File: src/rtl/move_input_if.sv
`default_nettype none
// ============================================================================
// Module      : move_input_if
// Description : Bundle of the move input conditioner's data and handshake lines.
//               master - drives raw switch lines and ack, observes the results
//                        (the core's input selector / the raw pad side).
//               slave  - the conditioner itself.
//               Signals:
//                 raw_in     raw asynchronous move lines
//                 ack        single-cycle "move taken" pulse from the consumer
//                 move_out   latched move code, stable while move_valid=1
//                 move_valid move_out holds an unconsumed move
//                 stable_out current debounced level of raw_in
//                 overrun    sticky flag: a committed move was dropped
// Revision    : 1.0 - initial release
// ============================================================================
interface move_input_if #(
    parameter int WIDTH = 7
);
    logic [WIDTH-1:0] raw_in;
    logic             ack;
    logic [WIDTH-1:0] move_out;
    logic             move_valid;
    logic [WIDTH-1:0] stable_out;
    logic             overrun;

    modport master (
        output raw_in,
        output ack,
        input  move_out,
        input  move_valid,
        input  stable_out,
        input  overrun
    );

    modport slave (
        input  raw_in,
        input  ack,
        output move_out,
        output move_valid,
        output stable_out,
        output overrun
    );
endinterface
`default_nettype wire

File: src/rtl/move_input_conditioner.sv
`default_nettype none
// ============================================================================
// Module      : move_input_conditioner
// Description : Synchronises and debounces the raw move lines, then latches
//               each new non-zero debounced move into a holding register with
//               a valid/ack handshake, so every move is read exactly once.
//               Ports:
//                 clk    system clock, all state on the rising edge
//                 rst    synchronous active-high reset
//                 bus_if slave side of move_input_if
//                        (raw_in, ack in; move_out, move_valid,
//                         stable_out, overrun out)
// Revision    : 1.0 - initial release
// ============================================================================
module move_input_conditioner #(
    parameter int WIDTH           = 7,
    parameter int DEBOUNCE_CYCLES = 4
) (
    input  wire logic         clk,
    input  wire logic         rst,
    move_input_if.slave       bus_if
);
    localparam int CNT_W = $clog2(DEBOUNCE_CYCLES) + 1;
    localparam logic [CNT_W-1:0] CNT_LAST = CNT_W'(DEBOUNCE_CYCLES - 1);

    typedef enum logic [0:0] {
        ST_STABLE = 1'b0,
        ST_SETTLE = 1'b1
    } state_t;

    // Two-flop synchroniser; only sync2 is used downstream.
    logic [WIDTH-1:0] sync1_q, sync2_q;

    state_t           state_q,  state_d;
    logic [CNT_W-1:0] cnt_q,    cnt_d;
    logic [WIDTH-1:0] cand_q,   cand_d;
    logic [WIDTH-1:0] stable_q, stable_d;
    logic [WIDTH-1:0] move_q,   move_d;
    logic             valid_q,  valid_d;
    logic             ovr_q,    ovr_d;

    logic             commit;
    logic             new_move;

    always_ff @(posedge clk) begin
        if (rst) begin
            sync1_q  <= '0;
            sync2_q  <= '0;
            state_q  <= ST_STABLE;
            cnt_q    <= '0;
            cand_q   <= '0;
            stable_q <= '0;
            move_q   <= '0;
            valid_q  <= 1'b0;
            ovr_q    <= 1'b0;
        end else begin
            sync1_q  <= bus_if.raw_in;
            sync2_q  <= sync1_q;
            state_q  <= state_d;
            cnt_q    <= cnt_d;
            cand_q   <= cand_d;
            stable_q <= stable_d;
            move_q   <= move_d;
            valid_q  <= valid_d;
            ovr_q    <= ovr_d;
        end
    end

    always_comb begin
        state_d  = state_q;
        cnt_d    = cnt_q;
        cand_d   = cand_q;
        stable_d = stable_q;
        move_d   = move_q;
        valid_d  = valid_q;
        ovr_d    = ovr_q;
        commit   = 1'b0;
        new_move = 1'b0;

        // Debounce: one counter for the whole vector; any change in any bit
        // restarts the settle window.
        case (state_q)
            ST_STABLE: begin
                if (sync2_q != cand_q) begin
                    cand_d  = sync2_q;
                    cnt_d   = '0;
                    state_d = ST_SETTLE;
                end
            end
            ST_SETTLE: begin
                if (sync2_q != cand_q) begin
                    cand_d = sync2_q;
                    cnt_d  = '0;
                end else if (cnt_q == CNT_LAST) begin
                    commit   = 1'b1;
                    stable_d = cand_q;
                    state_d  = ST_STABLE;
                end else begin
                    cnt_d = cnt_q + CNT_W'(1);
                end
            end
            default: begin
                state_d = ST_STABLE;
                cnt_d   = '0;
            end
        endcase

        // A glitch that settles back to the old level, or a release to all
        // zeros, is not a move.
        new_move = commit && (cand_q != stable_q) && (cand_q != '0);

        if (new_move) begin
            if (!valid_q) begin
                move_d  = cand_q;
                valid_d = 1'b1;
            end else if (!bus_if.ack) begin
                ovr_d = 1'b1;
            end else begin
                // Old move consumed this very edge; the new one replaces it.
                move_d = cand_q;
            end
        end else if (bus_if.ack && valid_q) begin
            valid_d = 1'b0;
        end
    end

    assign bus_if.move_out   = move_q;
    assign bus_if.move_valid = valid_q;
    assign bus_if.stable_out = stable_q;
    assign bus_if.overrun    = ovr_q;
endmodule
`default_nettype wire

File: src/flat_wrapper.sv
// flat-port wrapper written by rule: the top's interface ports become plain ports
module move_input_conditioner_flat 
#(
    parameter int WIDTH           = 7,
    parameter int DEBOUNCE_CYCLES = 4
)
  (clk, rst, bus_if_raw_in, bus_if_ack, bus_if_move_out, bus_if_move_valid, bus_if_stable_out, bus_if_overrun);
  move_input_if #(.WIDTH(WIDTH)) bus_if_i ();
  input  wire logic clk;
  input  wire logic rst;
  input wire logic [$bits(bus_if_i.raw_in)-1:0] bus_if_raw_in;
  input wire logic [$bits(bus_if_i.ack)-1:0] bus_if_ack;
  output wire logic [$bits(bus_if_i.move_out)-1:0] bus_if_move_out;
  output wire logic [$bits(bus_if_i.move_valid)-1:0] bus_if_move_valid;
  output wire logic [$bits(bus_if_i.stable_out)-1:0] bus_if_stable_out;
  output wire logic [$bits(bus_if_i.overrun)-1:0] bus_if_overrun;
  assign bus_if_i.raw_in = bus_if_raw_in;
  assign bus_if_i.ack = bus_if_ack;
  assign bus_if_move_out = bus_if_i.move_out;
  assign bus_if_move_valid = bus_if_i.move_valid;
  assign bus_if_stable_out = bus_if_i.stable_out;
  assign bus_if_overrun = bus_if_i.overrun;
  move_input_conditioner #(.WIDTH(WIDTH), .DEBOUNCE_CYCLES(DEBOUNCE_CYCLES)) u_core (.clk(clk), .rst(rst), .bus_if(bus_if_i));
endmodule
File: config.mk
export PLATFORM = sky130hd
export DESIGN_NAME = move_input_conditioner_flat
export DESIGN_NICKNAME = d
export VERILOG_FILES = /design/src/rtl/move_input_if.sv /design/src/rtl/move_input_conditioner.sv /design/src/flat_wrapper.sv
export SDC_FILE = /design/constraint.sdc
export NUM_CORES = 1
export LEC_CHECK = 0
export CORE_MARGIN = 4
export CORE_UTILIZATION = 51
export DETAILED_ROUTE_END_ITERATION = 8
export MAX_ROUTING_LAYER = met4
export PLACE_DENSITY = 0.85
export SLEW_MARGIN = 20
export SYNTH_ARGS = -nofsm -noshare
export SYNTH_HDL_FRONTEND = slang
export SYNTH_SLANG_ARGS = --single-unit
File: constraint.sdc
create_clock -name clk -period 2.2 [get_ports clk]
set_clock_uncertainty 0.1 [all_clocks]
set_input_delay 0.44 -clock clk [delete_from_list [all_inputs] [get_ports clk]]
set_output_delay 0.44 -clock clk [all_outputs]
set_load 0.05 [all_outputs]
==> metrics.txt <==
# TYPE chip_impl_metric gauge
chip_impl_info{name="netlist_top_cells_area",value="sky130_fd_sc_hd__dfxtp_1, sky130_fd_sc_hd__nor2b_1, sky130_fd_sc_hd__xnor2_1, sky130_fd_sc_hd__mux2i_1, sky130_fd_sc_hd__nand4_1"} 1
chip_impl_metric{name="drive_gt1_share",unit="%"} 9.29
chip_impl_info{name="timing.setup.critical_path_class",value="reg2out"} 1
chip_impl_metric{name="hpwl",unit="µm"} 2050
chip_impl_metric{name="clk-insertion-delay-late",unit="ns"} 0.35
chip_impl_metric{name="htree_levels",unit=""} 2
chip_impl_metric{name="timing.final.ws_setup",unit="ns"} 0.0922
chip_impl_metric{name="grt_pass1_vias",unit=""} 1165
chip_impl_metric{name="ir_drop",unit="V"} 0.000440
chip_impl_metric{name="worstPathArrival",unit="ns"} 1.57
chip_impl_metric{name="initial_utilization",unit="%"} 54.5
chip_impl_info{name="worst_path_dominant_cell_family",value="buffers and inverters"} 1
chip_impl_metric{name="chipWidth",unit="µm"} 62.8
chip_impl_metric{name="synth.yosys.seq_area_share",unit="%"} 53.7
chip_impl_metric{name="synthArstFlopShare",unit="%"} 0
chip_impl_metric{name="finalNetCount",unit=""} 194
chip_impl_metric{name="final-hold-violation-count",unit=""} 0
chip_impl_metric{name="io_pins",unit=""} 26
chip_impl_info{name="crit_chain",value="clkdlybuf4s50_1"} 1
chip_impl_metric{name="achievable-frequency",unit="GHz"} 0.474
chip_impl_metric{name="tightestPinTransition",unit="ns"} 0.505
chip_impl_metric{name="fin_tns_setup",unit="ns"} 0
chip_impl_metric{name="numCtsBuffers",unit=""} 5
chip_impl_metric{name="grt_start_max_net_pins",unit=""} 25
chip_impl_metric{name="post_cts.resized_instances",unit=""} 0
chip_impl_info{name="cts_tree",value="done"} 1
chip_impl_info{name="synth.most_common_cell",value="sky130_fd_sc_hd__dfxtp_1"} 1
chip_impl_info{name="endpoint_type_of_the_worst_setup_path",value="primary output"} 1
chip_impl_metric{name="initial_antenna_violation_count",unit=""} 0
chip_impl_metric{name="r2r.worst_path.cells",unit=""} 5
chip_impl_info{name="post_synth_most_frequent_cells",value="sky130_fd_sc_hd__dfxtp_1, sky130_fd_sc_hd__nor2b_1, sky130_fd_sc_hd__nor2_1"} 1
chip_impl_metric{name="clkSlewWorstSetupHoldPaths",unit="ns"} 0.12
chip_impl_metric{name="slew_headroom",unit="%"} 66.2
chip_impl_metric{name="die_area",unit="µm²"} 3940
chip_impl_metric{name="fp.coreArea",unit="µm²"} 2810
chip_impl_info{name="synthFlopType",value="sky130_fd_sc_hd__dfxtp_1"} 1
chip_impl_metric{name="floorplan.die.height",unit="µm"} 62.8
chip_impl_metric{name="detail_route.first_pass.iterations",unit=""} 4
chip_impl_metric{name="share_of_the_synthesized_area_in_the_top_cell_type",unit="%"} 53.7
chip_impl_metric{name="cts.repair_timing.setup_buffer_count",unit=""} 0
chip_impl_info{name="critical-path-slowest-cell",value="sky130_fd_sc_hd__clkdlybuf4s50_1"} 1
chip_impl_metric{name="syn_inst",unit=""} 149
chip_impl_metric{name="vias_per_cell",unit=""} 5.35
chip_impl_metric{name="io_buffer_count",unit=""} 25
chip_impl_metric{name="critical_path.max_stage_delay",unit="ns"} 0.82
chip_impl_metric{name="path_buf_inv",unit=""} 1
chip_impl_metric{name="yosysUniqueCellTypes",unit=""} 25
chip_impl_metric{name="final_antenna_violating_net_count",unit=""} 0
chip_impl_info{name="crit_path_start_kind",value="flop"} 1
chip_impl_metric{name="grt_overflow_total",unit=""} 0
chip_impl_metric{name="hold-path-cell-count",unit=""} 1
chip_impl_metric{name="area_growth_syn_to_layout",unit="%"} 24.0
chip_impl_metric{name="timing.hold.ws",unit="ns"} 0.348
chip_impl_metric{name="total_number_of_vias",unit=""} 1145
chip_impl_metric{name="power_density",unit="nW/µm²"} 644
chip_impl_metric{name="drt_iter0_drc",unit=""} 65
chip_impl_metric{name="syn_area_per_cell",unit="µm²"} 10.3
chip_impl_metric{name="ctsHoldBuffers",unit=""} 0
chip_impl_info{name="post-synth-top-area-cell",value="sky130_fd_sc_hd__dfxtp_1"} 1
chip_impl_metric{name="finalPower",unit="mW"} 1.22
chip_impl_metric{name="setup-violations-final",unit=""} 0
chip_impl_metric{name="grt_pass1_wl",unit="µm"} 4910
chip_impl_metric{name="mappedNetlistNets",unit=""} 161
chip_impl_metric{name="postRouteWirelength",unit="µm"} 2760
chip_impl_metric{name="ys.warnings.count",unit=""} 0
chip_impl_info{name="run_status",value="complete, no violations"} 1
chip_impl_metric{name="crit_cells",unit=""} 1
chip_impl_metric{name="final_core_utilization",unit="%"} 67.6
chip_impl_metric{name="maxCapViolations",unit=""} 0
chip_impl_metric{name="power_leakage",unit="nW"} 0.700
chip_impl_metric{name="cp.required",unit="ns"} 1.66
chip_impl_info{name="clockRootBuffer",value="sky130_fd_sc_hd__clkbuf_4"} 1
chip_impl_metric{name="min_period",unit="ns"} 2.11
chip_impl_metric{name="synth.cell_area",unit="µm²"} 1530
chip_impl_metric{name="fp-row-count",unit=""} 19
chip_impl_metric{name="fin_crit_sh",unit="%"} 95.8
chip_impl_metric{name="gpl.final_weighted_congestion",unit=""} 0.876
chip_impl_metric{name="antenna-diode-count",unit=""} 0
chip_impl_metric{name="remaining_drc_errors",unit=""} 0
chip_impl_metric{name="track_usage",unit="%"} 16.3
chip_impl_metric{name="post_drt_wl_per_cell",unit="µm"} 12.9
chip_impl_metric{name="largest_fanout_on_the_critical_path",unit=""} 3
chip_impl_info{name="setup_repair_after_global_routing_missed_its_margin",value="no"} 1
chip_impl_metric{name="maximum_buffer_depth_of_the_clock_tree",unit=""} 2
chip_impl_info{name="hp-class",value="reg2reg"} 1
chip_impl_metric{name="timing_max_transition_violations_final",unit=""} 0
chip_impl_metric{name="synth_enable_flop_cells",unit=""} 0
chip_impl_metric{name="dpl_worst_slack",unit="ns"} 0.0241
chip_impl_metric{name="sink_count_of_the_clock_tree",unit=""} 41
chip_impl_metric{name="synth-seq-cells",unit=""} 41
-- final timing paths --
kind / start / to / slack (ns)
setup / recovery: u_core.bus_if.stable_out[1] / bus_if_stable_out[1] / 0.09
hold / removal: u_core.sync1_q[1] / u_core.sync2_q[1] / 0.35
setup reg to reg: u_core.cand_q[4] / u_core.bus_if.move_out[3] / 0.16
hold reg to reg: u_core.sync1_q[1] / u_core.sync2_q[1] / 0.35
-- flip-flops by register name, summed over array words and instances (netlist names) --
signal and count:
u_core.bus_if.move_out 7, u_core.bus_if.move_valid 1, u_core.sync2_q 7, u_core.bus_if.stable_out 7
u_core.state_q 1, u_core.sync1_q 7, u_core.cnt_q 3, u_core.cand_q 7
u_core.bus_if.overrun 1
-- metrics by stage --
stage,cells,instance area [µm²]
3_5_place_dp,206,1840
6_report,214,1900
5_1_grt,214,1900
4_1_cts,214,1900
3_3_place_gp,206,1840
2_1_floorplan,149,1530
-- final cells by class --
type	instances	area [µm²]
Clock buffer	6	41.3
Clock inverter	2	10.0
Fill cell	226	910
Inverter	2	7.51
Multi-Input combinational cell	99	667
Sequential cell	41	821
Tap cell	31	38.8
Timing Repair Buffer	33	310
-- cells by family after synthesis --
logic type / synth area share [%]
fa+ha+maj: 1.64
simple gates: 20.9
compound gates: 7.20
buf+inv: 2.70
xor+xnor: 8.59
flops: 53.7
mux: 5.24
-- per-layer routing --
metal | track usage, % | share of wire [%]
met5 | - | 0
met4 | 8.26 | 2.2
met2 | 27.4 | 50
met3 | 6.83 | 5.8
met1 | 16.1 | 42
-- power by group --
part | leakage [nW] | internal [mW] | switching [mW]
registers | 0.334 | 0.761 | 0.0108
clock network | 0.0320 | 0.122 | 0.232
logic | 0.334 | 0.0484 | 0.0465
total | 0.700 | 0.932 | 0.289
-- placed cells by master, fill, tap and decap left out, types with 5 or more instances in the layout --
cell	count
sky130_fd_sc_hd__clkbuf_4	5
sky130_fd_sc_hd__nor2b_1	22
sky130_fd_sc_hd__xnor2_1	11
sky130_fd_sc_hd__nand4_1	9
sky130_fd_sc_hd__mux2i_1	8
sky130_fd_sc_hd__nor2_1	13
sky130_fd_sc_hd__o21ai_0	7
sky130_fd_sc_hd__buf_4	8
sky130_fd_sc_hd__a21oi_1	8
sky130_fd_sc_hd__clkdlybuf4s50_1	25
sky130_fd_sc_hd__dfxtp_1	41
Note: power is estimated with default switching activity, not from simulation.
